--- config.mk ---
export PLATFORM = sky130hd
export DESIGN_NAME = ahb_sram_ctrl
export DESIGN_NICKNAME = d
export VERILOG_FILES = /design/src/rtl/ahb_sram_pkg.sv /design/src/rtl/ahb_sram_wbuf.sv /design/src/rtl/ahb_sram_ctrl.sv
export SDC_FILE = /design/constraint.sdc
export NUM_CORES = 1
export LEC_CHECK = 0
export BUFFER_PORTS_ARGS = -buffer_cell sky130_fd_sc_hd__clkbuf_2
export CAP_MARGIN = 10
export CORE_MARGIN = 10
export CORE_UTILIZATION = 45
export CTS_CLUSTER_DIAMETER = 30
export CTS_CLUSTER_SIZE = 25
export DETAILED_ROUTE_END_ITERATION = 10
export GPL_ROUTABILITY_DRIVEN = 0
export PLACE_DENSITY_LB_ADDON = 0.05
export SYNTH_ARGS = -nofsm -noshare
export SYNTH_HDL_FRONTEND = slang
export SYNTH_SLANG_ARGS = --single-unit
--- constraint.sdc ---
create_clock -name HCLK -period 2.3 [get_ports HCLK]
set_clock_uncertainty 0.15 [all_clocks]
set_input_delay 0.115 -clock HCLK [delete_from_list [all_inputs] [get_ports HCLK]]
set_output_delay 0.115 -clock HCLK [all_outputs]
set_load 0.005 [all_outputs]
--- src/rtl/ahb_sram_pkg.sv ---
// Shared definitions for the AHB-lite to DFFRAM bridge: bus encodings,
// controller states and byte-lane decode.
package ahb_sram_pkg;

    localparam logic [1:0] HTRANS_IDLE   = 2'b00;
    localparam logic [1:0] HTRANS_BUSY   = 2'b01;
    localparam logic [1:0] HTRANS_NONSEQ = 2'b10;
    localparam logic [1:0] HTRANS_SEQ    = 2'b11;

    typedef enum logic [1:0] {
        ST_IDLE   = 2'd0,
        ST_DRAIN  = 2'd1,
        ST_REREAD = 2'd2
    } state_t;

    // Byte enables for an access; any size above word is handled as a word.
    function automatic logic [3:0] lanes(input logic [2:0] hsize, input logic [1:0] addr_lo);
        logic [3:0] be;
        case (hsize)
            3'd0:    be = 4'b0001 << addr_lo;
            3'd1:    be = addr_lo[1] ? 4'b1100 : 4'b0011;
            default: be = 4'b1111;
        endcase
        return be;
    endfunction

endpackage

--- src/rtl/ahb_sram_wbuf.sv ---
// One-entry posted write buffer: holds a write that lost the SRAM port,
// compares its word address against an incoming read, and overlays its
// bytes onto SRAM read data when forwarding is enabled.
module ahb_sram_wbuf #(
    parameter int AW = 15
) (
    input  logic          clk_i,
    input  logic          rst_ni,
    input  logic          store_i,
    input  logic          drain_i,
    input  logic [AW-1:0] st_addr_i,
    input  logic [3:0]    st_lanes_i,
    input  logic [31:0]   st_data_i,
    input  logic [AW-1:0] cmp_addr_i,
    input  logic          merge_en_i,
    input  logic [31:0]   rdata_i,
    output logic          valid_o,
    output logic [AW-1:0] addr_o,
    output logic [3:0]    lanes_o,
    output logic [31:0]   data_o,
    output logic          hit_o,
    output logic [31:0]   merge_o
);

    logic          buf_v_q;
    logic [AW-1:0] buf_addr_q;
    logic [3:0]    buf_lanes_q;
    logic [31:0]   buf_data_q;

    // A store takes precedence over a drain in the same cycle: the drained
    // entry is leaving through the SRAM port while the new one replaces it.
    always_ff @(posedge clk_i or negedge rst_ni) begin
        if (!rst_ni) begin
            buf_v_q     <= 1'b0;
            buf_addr_q  <= '0;
            buf_lanes_q <= '0;
            buf_data_q  <= '0;
        end else if (store_i) begin
            buf_v_q     <= 1'b1;
            buf_addr_q  <= st_addr_i;
            buf_lanes_q <= st_lanes_i;
            buf_data_q  <= st_data_i;
        end else if (drain_i) begin
            buf_v_q     <= 1'b0;
        end
    end

    assign valid_o = buf_v_q;
    assign addr_o  = buf_addr_q;
    assign lanes_o = buf_lanes_q;
    assign data_o  = buf_data_q;
    assign hit_o   = buf_v_q && (buf_addr_q == cmp_addr_i);

    // Buffered bytes override SRAM bytes on the lanes the buffered write touches.
    always_comb begin
        merge_o = rdata_i;
        for (int i = 0; i < 4; i++) begin
            if (merge_en_i && buf_lanes_q[i]) begin
                merge_o[i*8 +: 8] = buf_data_q[i*8 +: 8];
            end
        end
    end

endmodule

--- src/rtl/ahb_sram_ctrl.sv ---
// AHB-lite slave in front of a single-port DFFRAM. Writes are posted via a
// one-entry buffer so reads and writes both run with zero wait states.
// Build option AHB_SRAM_RAW_FWD_EN: read-after-write hits are forwarded from
// the buffer; without it they stall through DRAIN/REREAD (2 wait states).
//
// state     | meaning
// ST_IDLE   | normal operation, HREADYOUT = 1
// ST_DRAIN  | stalled hazard read, committing any pending buffered write
// ST_REREAD | stalled hazard read, re-issuing the read at the latched address
module ahb_sram_ctrl
    import ahb_sram_pkg::*;
#(
    parameter int AW = 15
) (
    input  logic          HCLK,
    input  logic          HRESETn,
    input  logic          HSEL,
    input  logic [31:0]   HADDR,
    input  logic [1:0]    HTRANS,
    input  logic          HWRITE,
    input  logic [2:0]    HSIZE,
    input  logic          HREADY,
    input  logic [31:0]   HWDATA,
    output logic          HREADYOUT,
    output logic [31:0]   HRDATA,
    output logic          HRESP,
    input  logic [31:0]   SRAMRDATA,
    output logic [3:0]    SRAMWEN,
    output logic [31:0]   SRAMWDATA,
    output logic          SRAMCS0,
    output logic [AW-1:0] SRAMADDR
);

    state_t        state_q, state_d;
    logic          wr_dp_q, wr_dp_d;
    logic [AW-1:0] wr_addr_q, wr_addr_d;
    logic [3:0]    wr_lanes_q, wr_lanes_d;
    logic          rd_dp_q, rd_dp_d;
    logic [AW-1:0] rd_addr_q, rd_addr_d;

    logic          hready_out, acc, acc_rd, acc_wr, hazard, stall_req, fwd_en;
    logic [AW-1:0] a_word;
    logic          buf_v, buf_hit, buf_store, buf_drain;
    logic [AW-1:0] buf_addr;
    logic [3:0]    buf_lanes;
    logic [31:0]   buf_data, rdata_merged;
    logic          sram_cs;
    logic [AW-1:0] sram_addr;
    logic [3:0]    sram_wen;
    logic [31:0]   sram_wdata;
    logic          unused_bits;

    assign unused_bits = ^{HADDR[31:AW+2], HTRANS[0]};

    // HRESETn in the accept term keeps the SRAM pins quiet while in reset.
    assign hready_out = (state_q == ST_IDLE);
    assign acc        = HRESETn & HSEL & HTRANS[1] & HREADY & hready_out;
    assign acc_rd     = acc & ~HWRITE;
    assign acc_wr     = acc & HWRITE;
    assign a_word     = HADDR[AW+1:2];
    assign hazard     = acc_rd & (buf_hit | (wr_dp_q & (wr_addr_q == a_word)));

`ifdef AHB_SRAM_RAW_FWD_EN
    logic fwd_q;

    // Remember which read data phase needs buffered bytes overlaid.
    always_ff @(posedge HCLK or negedge HRESETn) begin
        if (!HRESETn) fwd_q <= 1'b0;
        else          fwd_q <= hazard;
    end

    assign fwd_en    = fwd_q;
    assign stall_req = 1'b0;
`else
    assign fwd_en    = 1'b0;
    assign stall_req = hazard;
`endif

    ahb_sram_wbuf #(.AW(AW)) u_wbuf (
        .clk_i      (HCLK),
        .rst_ni     (HRESETn),
        .store_i    (buf_store),
        .drain_i    (buf_drain),
        .st_addr_i  (wr_addr_q),
        .st_lanes_i (wr_lanes_q),
        .st_data_i  (HWDATA),
        .cmp_addr_i (a_word),
        .merge_en_i (fwd_en),
        .rdata_i    (SRAMRDATA),
        .valid_o    (buf_v),
        .addr_o     (buf_addr),
        .lanes_o    (buf_lanes),
        .data_o     (buf_data),
        .hit_o      (buf_hit),
        .merge_o    (rdata_merged)
    );

    // State and address/data-phase registers.
    always_ff @(posedge HCLK or negedge HRESETn) begin
        if (!HRESETn) begin
            state_q    <= ST_IDLE;
            wr_dp_q    <= 1'b0;
            wr_addr_q  <= '0;
            wr_lanes_q <= '0;
            rd_dp_q    <= 1'b0;
            rd_addr_q  <= '0;
        end else begin
            state_q    <= state_d;
            wr_dp_q    <= wr_dp_d;
            wr_addr_q  <= wr_addr_d;
            wr_lanes_q <= wr_lanes_d;
            rd_dp_q    <= rd_dp_d;
            rd_addr_q  <= rd_addr_d;
        end
    end

    // Phase tracking; a read data phase persists across stall cycles.
    always_comb begin
        wr_dp_d    = acc_wr;
        wr_addr_d  = acc_wr ? a_word : wr_addr_q;
        wr_lanes_d = acc_wr ? lanes(HSIZE, HADDR[1:0]) : wr_lanes_q;
        rd_dp_d    = hready_out ? acc_rd : rd_dp_q;
        rd_addr_d  = acc_rd ? a_word : rd_addr_q;
    end

    // FSM next state.
    always_comb begin
        state_d = ST_IDLE;
        case (state_q)
            ST_IDLE:   state_d = stall_req ? ST_DRAIN : ST_IDLE;
            ST_DRAIN:  state_d = ST_REREAD;
            ST_REREAD: state_d = ST_IDLE;
            default:   state_d = ST_IDLE;
        endcase
    end

    // FSM outputs: SRAM port arbitration (read, then drain, then direct write).
    always_comb begin
        sram_cs    = 1'b0;
        sram_addr  = '0;
        sram_wen   = 4'h0;
        sram_wdata = 32'h0;
        buf_store  = 1'b0;
        buf_drain  = 1'b0;
        case (state_q)
            ST_IDLE: begin
                if (acc_rd && !stall_req) begin
                    sram_cs   = 1'b1;
                    sram_addr = a_word;
                    buf_store = wr_dp_q;
                end else if (buf_v) begin
                    sram_cs    = 1'b1;
                    sram_addr  = buf_addr;
                    sram_wen   = buf_lanes;
                    sram_wdata = buf_data;
                    buf_drain  = 1'b1;
                    buf_store  = wr_dp_q;
                end else if (wr_dp_q) begin
                    sram_cs    = 1'b1;
                    sram_addr  = wr_addr_q;
                    sram_wen   = wr_lanes_q;
                    sram_wdata = HWDATA;
                end
            end
            ST_DRAIN: begin
                if (buf_v) begin
                    sram_cs    = 1'b1;
                    sram_addr  = buf_addr;
                    sram_wen   = buf_lanes;
                    sram_wdata = buf_data;
                    buf_drain  = 1'b1;
                end
            end
            ST_REREAD: begin
                sram_cs   = 1'b1;
                sram_addr = rd_addr_q;
            end
            default: begin
                sram_cs = 1'b0;
            end
        endcase
    end

    assign SRAMCS0   = sram_cs;
    assign SRAMADDR  = sram_addr;
    assign SRAMWEN   = sram_wen;
    assign SRAMWDATA = sram_wdata;
    assign HREADYOUT = hready_out;
    assign HRESP     = 1'b0;
    assign HRDATA    = (rd_dp_q && hready_out) ? rdata_merged : 32'h0;

endmodule

==> impl_metrics.yaml <==
run_status:
  outcome: "finished with violations"
  violations_in_the_final_reports: "negative setup slack"
logic_synthesis:
  synthCells: 498
  synth.net_count: 604
  synth_enable_flop_cells: 0
  seq_cells_post_synth: 90
  ys_seq_area_frac: 0.4447
  synth.lib_cells_used.distinct: 33
  synth_area_leader_cell: "sky130_fd_sc_hd__dfrtp_1"
  ys_dominant_reg_cell: "sky130_fd_sc_hd__dfrtp_1"
  synth_top_family_by_area: "simple AND/OR/NAND/NOR gates"
  synth_adder_area_share: 0
  mapped_area_sq_um: 5065
  post_synth_xor_area_fraction: 0.05188
  yosysWarningCount: 0
  synth-compound-area-share: 0.1393
  synth_top_area_frac: 0.4447
  ys_async_sr_fraction: 1.000
  yosys-mux-area-fraction: 0.1490
  synth_commonest_cells: "sky130_fd_sc_hd__dfrtp_1, sky130_fd_sc_hd__a22oi_1, sky130_fd_sc_hd__mux2_1"
  synth_top_area_cells: "sky130_fd_sc_hd__dfrtp_1, sky130_fd_sc_hd__mux2_1, sky130_fd_sc_hd__a22oi_1"
  synth_simple_gate_area_share: 0.1724
  post-synth-top-count-cell: "sky130_fd_sc_hd__dfrtp_1"
  post_synth.cell_area_avg_sq_um: 10.17
critical_path:
  slowest_delay_ns: 0.44
  setup.worst_path.start_class: "flip-flop"
  timing.reg2reg.setup_slack_ns: -0.38
  timing.critical_path.fanout_max: 5
  crit_path_end_kind: "flip-flop"
  cp.required_ns: 2.36
  timing.setup.critical_path_class: "flip-flop to flip-flop"
  cpLargestDelayFamily: "simple AND/OR/NAND/NOR gates"
  timing.critical_path.arrival_ns: 2.74
  critical_path.slowest_cell: "sky130_fd_sc_hd__dfrtp_1"
  cp_num_buf_inv: 4
  chain_of_cells_forming_the_critical_path: "xnor2_2 -> nand4_1 -> nor4_4 -> nor3_4 -> buf_4 -> o21ai_4 -> buf_6 -> buf_12 -> buf_16 -> mux2_1"
floorplan:
  floorplan.die.width_um: 126.1
  num_rows: 38
  start_util: 0.4632
  core_area_sq_um: 10940
  die-height_um: 126.1
  num_io_pins: 192
  die_area_sq_um: 15900
routing:
  dr_total_vias: 5093
  dr.first_iter.drc_count: 359
  antenna_left: 0
  dr.max_layer_used: "met4"
  drt_first_pass_iters: 5
  drt-wirelength-per-cell_um: 21.60
  route.met3.wl_um: 919
  routed_wl_um: 19290
  wl_met2_um: 10300
  vias_cell: 5.703
  wl_met1_um: 7662
  route.detailed.drc: 0
pwr:
  share_clk_of_total_power: 0.352
  power_switching_share: 0.2586
  internal_power_mw: 2.895
  switching_power_mw: 1.010
  sequentialPowerShare: 0.483
  power_density_nw_per_um2: 491.9
  report.power.total_mw: 3.905
  ir_drop_mv: 0.3477
  p_leak_nw: 4.028
  combPwrFrac: 0.165
global_routing:
  antenna_found_initial: 0
  wire_length_of_the_first_global_routing_pass_um: 28250
  overflow: 0
  grtUsageTotal: 0.2159
  first_global_vias: 5268
  pin_count_of_the_biggest_net_entering_global_routing: 47
sta:
  period_share: 1.165
  slew-limit-headroom: 0.5559
  fmax_mhz: 373.2
  worst-slew-pin-transition_ns: 0.6661
  slew_viol_final: 0
  timing.final.setup_violations: 103
  hold-worst-slack_ns: 0.002459
  post_layout_min_period_ns: 2.679
  fin_setup_tns_ns: -26.66
  grt_setup_unrepaired: "yes"
  timing_hold_violations_final: 0
  setup_ws_ns: -0.3794
cts:
  cts.sinks: 90
  cts-root-to-sink-buffers: 2
  cts-buffers-inserted: 9
  clock_tree_from_tritoncts: "yes"
  insertion_delay_of_the_later_clocked_pin_in_the_worst_skew_pair_ns: 0.33
  clk_pin_slew_worst_paths_ns: 0.06
  h_tree_depth_reported_by_cts: 3
  clk_root_buffer_cell: "sky130_fd_sc_hd__clkbuf_16"
placement:
  hpwl_um: 11700
  dpl-instance-area_sq_um: 6287
  dp_worst_setup_slack_ns: -0.1165
  port-buffer-count: 174
run:
  drv_cap: 0
cells_and_area:
  fin_area_sq_um: 7939
  area.growth.synth_to_final_pct: 56.74
  layout-drive-gt1-share: 0.4648
  layout.nets: 855
  num_antenna_cells: 0
  layout.filler_cells: 792
min_path:
  hp_class: "input pin to flip-flop"
-- power groups by stage --
stage	clock network, mW	logic [mW]	registers [mW]
after global routing	1.46	0.703	1.90
after detailed placement	0	0.505	1.90
after global placement	0	0.491	1.89
after floorplan	0	0.262	1.87
after CTS	1.40	0.604	1.88
final	1.37	0.645	1.89
-- tightest hold or removal path, delay by kind of cell --
family	cells	cell delay, ns
mux	1	0.14
buf+inv	1	0.08
compound gates	1	0.07
simple gates	1	0.06
-- state kept, by name, summed over array words and instances (netlist names) --
name,cells
wr_lanes_q,4
u_wbuf.valid_o,1
rd_dp_q,1
u_wbuf.data_o,32
u_wbuf.addr_o,15
wr_dp_q,1
wr_addr_q,15
u_wbuf.lanes_o,4
state_q,2
rd_addr_q,15
-- repair_timing --
item | 4_1_cts | 5_1_grt
cloned | 4 | 4
setup endpoints to repair | 103 | 135
buffers inserted | 6 | 5
hold endpoints to repair | 107 | 0
hold buffers | 51 | 0
resized for setup | 62 | 111
pin swaps | 21 | 25
-- logic make-up after synthesis --
kind of cell,after synthesis
muxes,67
and+or+nand+nor,167
buffers and inverters,49
DFF,90
xor gates and xnor gates,30
AOI/OAI and AO/OA,94
other,1
-- layout by cell type, fill, tap and decap left out, types with 3 or more instances in the layout --
cell type,instances
sky130_fd_sc_hd__clkbuf_2,133
sky130_fd_sc_hd__dfrtp_1,90
sky130_fd_sc_hd__dlygate4sd3_1,51
sky130_fd_sc_hd__a22oi_1,50
sky130_fd_sc_hd__nand2_1,43
sky130_fd_sc_hd__buf_2,37
sky130_fd_sc_hd__mux2_4,34
sky130_fd_sc_hd__buf_4,34
sky130_fd_sc_hd__and3_1,32
sky130_fd_sc_hd__xnor2_1,25
sky130_fd_sc_hd__mux2_2,17
sky130_fd_sc_hd__mux2_1,16
sky130_fd_sc_hd__nor2_4,15
sky130_fd_sc_hd__o31ai_1,15
sky130_fd_sc_hd__nor4_1,14
sky130_fd_sc_hd__clkbuf_16,13
sky130_fd_sc_hd__a221oi_1,11
sky130_fd_sc_hd__nand3_1,10
sky130_fd_sc_hd__buf_6,10
sky130_fd_sc_hd__nand4_1,9
sky130_fd_sc_hd__nor2_1,9
sky130_fd_sc_hd__buf_12,9
sky130_fd_sc_hd__nor3_4,8
sky130_fd_sc_hd__nor2_2,6
sky130_fd_sc_hd__o21ai_0,6
sky130_fd_sc_hd__nor2b_1,5
sky130_fd_sc_hd__xnor2_2,5
sky130_fd_sc_hd__nor3_2,5
sky130_fd_sc_hd__a221oi_2,4
sky130_fd_sc_hd__buf_16,4
sky130_fd_sc_hd__buf_8,4
sky130_fd_sc_hd__and2_1,3
-- stage by stage --
step	util	instances
final	0.7260	893
after global routing	0.7260	893
after CTS	0.6852	884
after detailed placement	0.5749	808
after global placement	0.5749	808
after floorplan	-	498
-- cell type report --
| class | instances | area [sq um] | area share |
|---|---|---|---|
| clock buffers | 13 | 260.3 | 0.03278 |
| multi-input cells | 359 | 3048 | 0.3839 |
| repair buffers | 286 | 2180 | 0.2745 |
| flip-flops and latches | 90 | 2252 | 0.2837 |
| clock inverters | 2 | 12.51 | 0.001576 |
| well taps | 140 | 175.2 | 0.02206 |
| inverters | 3 | 11.26 | 0.001418 |
-- worst paths after layout --
kind | end | startpoint | cells after the start
worst max-delay path | u_wbuf.data_o[29] | wr_addr_q[12] | 10
worst min-delay path | wr_lanes_q[1] | HSIZE[1] | 4
worst max register to register | u_wbuf.data_o[29] | wr_addr_q[12] | 10
worst min register to register | rd_addr_q[3] | rd_addr_q[3] | 2
max in group asynchronous | u_wbuf.data_o[3] | HRESETn | 4
min in group asynchronous | u_wbuf.addr_o[9] | HRESETn | 3
-- metal layers --
layer	track usage	vias up
li1	-	2343
met1	0.2575	2539
met2	0.3805	179
met3	0.03649	32
met4	0.07971	0
met5	0	-
No activity file was read; power rests on OpenSTA's default activity.
